==> config.mk <==
export PLATFORM = sky130hd
export DESIGN_NAME = route_alloc
export DESIGN_NICKNAME = d
export VERILOG_FILES = /design/src/rtl/route_alloc.sv
export SDC_FILE = /design/constraint.sdc
export NUM_CORES = 1
export LEC_CHECK = 0
export ABC_AREA = 1
export CAP_MARGIN = 20
export CORE_MARGIN = 1
export CORE_UTILIZATION = 35
export CTS_BUF_LIST = sky130_fd_sc_hd__clkbuf_4
export CTS_CLUSTER_SIZE = 8
export DETAILED_ROUTE_END_ITERATION = 10
export PLACE_DENSITY_LB_ADDON = 0.1
export SLEW_MARGIN = 20
export SYNTH_ARGS = -nofsm -noshare
export SYNTH_HDL_FRONTEND = slang
export SYNTH_SLANG_ARGS = --single-unit
==> constraint.sdc <==
create_clock -name clk -period 6.23 [get_ports clk]
set_input_delay 1.5575 -clock clk [delete_from_list [all_inputs] [get_ports clk]]
set_output_delay 1.5575 -clock clk [all_outputs]
set_load 0.05 [all_outputs]
==> src/rtl/route_alloc.sv <==
// route_alloc: output-port allocator for a 5-port mesh router node.
// Computes XY routes per input, arbitrates each free output round-robin,
// and holds each connection until the packet tail passes.
module route_alloc #(
    parameter int PORTS   = 5,
    parameter int COORD_W = 4,
    parameter int NODE_X  = 0,
    parameter int NODE_Y  = 0
) (
    input  logic                             clk,
    input  logic                             rst,
    input  logic [PORTS-1:0]                 req_i,
    input  logic [PORTS-1:0][COORD_W-1:0]    dst_x_i,
    input  logic [PORTS-1:0][COORD_W-1:0]    dst_y_i,
    input  logic [PORTS-1:0]                 tail_i,
    output logic [PORTS-1:0]                 grant_o,
    output logic [PORTS-1:0][PORTS-1:0]      sel_o,
    output logic [PORTS-1:0]                 busy_o
);
    localparam int PW = $clog2(PORTS);

    localparam logic [PW-1:0] P_NORTH = PW'(0);
    localparam logic [PW-1:0] P_SOUTH = PW'(1);
    localparam logic [PW-1:0] P_EAST  = PW'(2);
    localparam logic [PW-1:0] P_WEST  = PW'(3);
    localparam logic [PW-1:0] P_LOCAL = PW'(4);

    typedef enum logic {IDLE = 1'b0, ESTAB = 1'b1} st_t;

    st_t                         st_q  [PORTS];
    st_t                         st_d  [PORTS];
    logic [PW-1:0]               out_q [PORTS];
    logic [PW-1:0]               out_d [PORTS];
    logic [PW-1:0]               ptr_q [PORTS];
    logic [PW-1:0]               ptr_d [PORTS];
    logic [PORTS-1:0][PORTS-1:0] sel_q, sel_d;

    logic [PW-1:0]               route   [PORTS];
    logic [PORTS-1:0]            win_vld;
    logic [PW-1:0]               win_idx [PORTS];

    // Dimension-order route: resolve X first, then Y, else deliver locally.
    always_comb begin
        for (int i = 0; i < PORTS; i++) begin
            if (dst_x_i[i] > COORD_W'(NODE_X))      route[i] = P_EAST;
            else if (dst_x_i[i] < COORD_W'(NODE_X)) route[i] = P_WEST;
            else if (dst_y_i[i] > COORD_W'(NODE_Y)) route[i] = P_NORTH;
            else if (dst_y_i[i] < COORD_W'(NODE_Y)) route[i] = P_SOUTH;
            else                                    route[i] = P_LOCAL;
        end
    end

    // Per-output round-robin search starting at ptr; only free outputs arbitrate.
    always_comb begin
        logic [PW:0] sum;
        logic [PW-1:0] idx;
        sum = '0;
        idx = '0;
        for (int o = 0; o < PORTS; o++) begin
            win_vld[o] = 1'b0;
            win_idx[o] = '0;
            for (int k = 0; k < PORTS; k++) begin
                sum = {1'b0, ptr_q[o]} + (PW+1)'(k);
                if (sum >= (PW+1)'(PORTS)) sum = sum - (PW+1)'(PORTS);
                idx = sum[PW-1:0];
                if (!win_vld[o] && !(|sel_q[o]) && st_q[idx] == IDLE &&
                    req_i[idx] && route[idx] == PW'(o)) begin
                    win_vld[o] = 1'b1;
                    win_idx[o] = idx;
                end
            end
        end
    end

    // Next state: tails release connections, winners establish new ones.
    // A grant never targets a busy output or an established input, so the
    // two updates never collide.
    always_comb begin
        st_d  = st_q;
        out_d = out_q;
        ptr_d = ptr_q;
        sel_d = sel_q;
        for (int i = 0; i < PORTS; i++) begin
            if (st_q[i] == ESTAB && tail_i[i]) begin
                st_d[i]          = IDLE;
                sel_d[out_q[i]]  = '0;
            end
        end
        for (int o = 0; o < PORTS; o++) begin
            if (win_vld[o]) begin
                st_d[win_idx[o]]  = ESTAB;
                out_d[win_idx[o]] = PW'(o);
                sel_d[o]          = PORTS'(1) << win_idx[o];
                ptr_d[o]          = (win_idx[o] == PW'(PORTS-1)) ? '0 : win_idx[o] + PW'(1);
            end
        end
    end

    // State registers; reset drops any held connection.
    always_ff @(posedge clk) begin
        if (rst) begin
            for (int i = 0; i < PORTS; i++) begin
                st_q[i]  <= IDLE;
                out_q[i] <= '0;
                ptr_q[i] <= '0;
            end
            sel_q <= '0;
        end else begin
            st_q  <= st_d;
            out_q <= out_d;
            ptr_q <= ptr_d;
            sel_q <= sel_d;
        end
    end

    // Outputs follow the registered connection state directly.
    always_comb begin
        grant_o = '0;
        busy_o  = '0;
        sel_o   = sel_q;
        for (int i = 0; i < PORTS; i++) begin
            grant_o[i] = (st_q[i] == ESTAB);
            busy_o[i]  = |sel_q[i];
        end
    end
endmodule

==> results.txt <==
* Status: finished clean
- During synthesis, Yosys emitted a total of 0 warnings.
* Global router's overall resource usage: 0.256
- For this run, the leading register cell type out of synthesis is sky130_fd_sc_hd__dfxtp_1.
- Of all nets on the critical path, the largest fanout is 6.
* Least-Margin Pin Slew: 804 ps
- Type of element launching the critical path: input pin
- The number of antenna diodes in the final layout is 0.
- After clock tree synthesis, the clock-pin slew on the worst setup and hold paths is 160 ps.
* Setup_tns: 0 ps
* Post-DR vias/cell: 5.24
* Crit Path Category: input pin to register
* Gate count of the mapped netlist: 1317
- Leakage component of the power: 0.00415 uW
* Antenna violations before repair: 0
- The max-slew violation count is 0.
- Total core area: 19700 um2
* Worst setup slack before clock tree synthesis: 981 ps
- CP required: 6550 ps
- Post-layout net count: 1489
* Critical-path cell with the highest stage delay: sky130_fd_sc_hd__nor2_1
* Number of nets in the synthesized netlist: 1404
* Netlist area before placement: 7060 um2
- Total Die Area: 20800 um2
* Initial cell density of the core: 0.359
- Synth async-reset ratio: 0
- Global route overflow: 0
- Delay of the slowest cell on the worst path: 620 ps
* Top cell type by total area after synthesis: sky130_fd_sc_hd__nand2_1
* Max-cap viol count: 0
- On the final layout, the worst clock skew is 10.3 ps.
- STA classifies the critical path endpoint as a register.
* Half-perimeter wire length of the detailed placement result: 21.1 mm
- Fraction of synthesized cell area taken by the top area cell type: 0.256
- Among the stages of the critical path, the cell type that occurs most often is sky130_fd_sc_hd__nand2_1.
* Number of gates resized after CTS: 0
- Post-route minimum period: 5060 ps
- The worst-case IR drop observed on VDD is 0.000387 V.
- After detailed routing, the total wire length is 26.4 mm.
- Setup violations remaining at the end of the flow were counted as 0.
* Post-synthesis area per instance: 5.36 um2
- Maximum frequency from static timing analysis: 198 MHz
* Die Y-Extent: 144 um
- Sequential fraction of the synthesis area: 0.153
- The library cells used most frequently in the layout, excluding fill and tap cells, are sky130_fd_sc_hd__nand2_1, sky130_fd_sc_hd__nand3_1, sky130_fd_sc_hd__inv_1, sky130_fd_sc_hd__nor2_1, sky130_fd_sc_hd__clkdlybuf4s50_1.
- The number of hold buffers added after CTS was 0.
- Port bufs: 86
- Area of placed instances: 8230 um2
* Clock latency of the later-clocked register in the worst-skew pair: 370 ps
- Layout overhead on the synthesized area: 17.3%
* Number of clock sinks: 54
* Total CTS buffers: 5
- The finished cells cover 8290 um2.
- Maximum number of pins on one net before global-route repair: 28
- Number of ports placed on the die boundary: 87
- The first detailed-routing pass ran for 5 iterations.
* CP Data Arrival Time: 5370 ps
- Number of global-route vias before repair: 7787
* Worst slew margin relative to its limit: 0.458
- The root buffer cell chosen for the clock tree is sky130_fd_sc_hd__clkbuf_4.
- Leading cell type in the layout, fill and taps excluded: sky130_fd_sc_hd__nand2_1
- The hold violation count in the final report was 0.
- Class of the most critical hold timing path: register to register
- Counting tap cells, the placed design contains a total of 1660 instances.
- CTS tree: done
* First-pass GRT wire length: 41.5 mm
- Total setup buffers inserted after CTS: 0
- Synthesis instantiated 50 different standard cells from the library.
* Fin crit share: 0.812
- The floorplan step set the die width to 144 um.
- Htree depth: 2
* Worst path cell trace: clkdlybuf4s50_1 -> inv_1 -> nand2_1 -> nor2_1 -> nand3_1 -> nand2_1 -> o21ai_0 -> inv_1 -> nand3_1 -> nand2_1 -> nand2_1 -> nand2_1 -> nand2_2 -> nand4_2 -> o21ai_1 -> inv_1 -> nand2_1 -> a21boi_2 -> ha_1 -> ha_1 -> nor2_1 -> nand2_1 -> a21oi_1
* Setup repair after global routing missed its margin: no
* Number of synthesized register bits: 54
- Area contributors post-synth: sky130_fd_sc_hd__nand2_1, sky130_fd_sc_hd__dfxtp_1, sky130_fd_sc_hd__nand3_1
* Number of synthesized flops with an enable pin: 0
* Remaining DRCs: 0
- DR WL/cell: 15.8 um
- The worst path meets setup with 1170 ps of slack.
- Excluding fillers, the count of instances in the completed layout stands at 1668.
* Pwr/cell area: 628 nW/um2
- Total number of vias: 8738
* Global placer's final weighted congestion: 0.990
* Share of cells above drive strength 1: 0.0613
- In this run the core area contains 51 standard-cell rows.
- Count of routing violations after the opening detailed-route iteration: 684
* Maximum root-to-sink buffer count: 2
- Antenna Nets Post-Route: 0
final timing paths:
path,to,slack (ps),cells past startpoint,startpoint
min reg2reg,sel_o[19],470,2,sel_o[19]
min,sel_o[19],470,2,sel_o[19]
max reg2reg,ptr_q[2],1860,21,ptr_q[1]
max,ptr_q[2],1170,23,dst_x_i[9]
flip-flops by register name (all words and copies together), names as in the netlist:
register / count
out_q: 15
ptr_q: 9
grant_o: 5
sel_o: 25
cell type report:
type,instances,area [um2]
clock buffers,5,37.5
clock inverters,3,23.8
fillers,2262,11400
inverters,173,649
multi-input cells,1076,5260
flip-flops and latches,54,1080
well taps,265,332
repair buffers,92,906
stage by stage:
step,utilization,hold WS (ps),total power [uW]
after floorplan,-,444,3820
after global placement,0.419,455,5000
after detailed placement,0.419,460,4970
after CTS,0.422,482,5160
after global routing,0.422,489,5760
final,0.422,474,5200
metal layers:
metal  global-route usage  part of all wire  routed length, um
met1                0.350              0.47              12500
met2                0.423              0.44              11700
met3               0.0311             0.059               1550
met4               0.0610             0.023                613
met5                    0                 0                  0
synthesized netlist by cell type (5+ instances only):
cell type and instances:
sky130_fd_sc_hd__inv_1 155, sky130_fd_sc_hd__nor2_1 121, sky130_fd_sc_hd__ha_1 32, sky130_fd_sc_hd__nor2_2 13, sky130_fd_sc_hd__dfxtp_1 54, sky130_fd_sc_hd__nand3b_1 6, sky130_fd_sc_hd__nand3_1 175, sky130_fd_sc_hd__a21oi_1 51
sky130_fd_sc_hd__o21ai_1 12, sky130_fd_sc_hd__nor3_1 12, sky130_fd_sc_hd__inv_2 16, sky130_fd_sc_hd__o21ai_0 50, sky130_fd_sc_hd__buf_2 5, sky130_fd_sc_hd__nand2_1 482, sky130_fd_sc_hd__nand3_2 7, sky130_fd_sc_hd__o31ai_1 5
sky130_fd_sc_hd__nand2_2 18, sky130_fd_sc_hd__nand4_1 33, sky130_fd_sc_hd__o211ai_1 12
where the power goes:
part / switching (uW) / total, uW / internal (uW)
combinational: 3140 / 4500 / 1360
clock: 118 / 163 / 45.5
sequential: 115 / 543 / 428
total: 3370 / 5200 / 1830
cell families after synthesis:
group                      Yosys count  synth area share
AOI/OAI and AO/OA                  152             0.124
xor gates and xnor gates             4           0.00496
adders and majority gates           35            0.0652
buffers and inverters              187             0.103
DFF                                 54             0.153
and+or+nand+nor                    885             0.549
worst max-delay path, delay by kind of cell:
kind                       cells  cell delay [ps]
AOI/OAI and AO/OA              4              490
adders and majority gates      2              400
buffers and inverters          4              600
and+or+nand+nor               13             2330
Note: power is estimated with default switching activity, not from simulation.
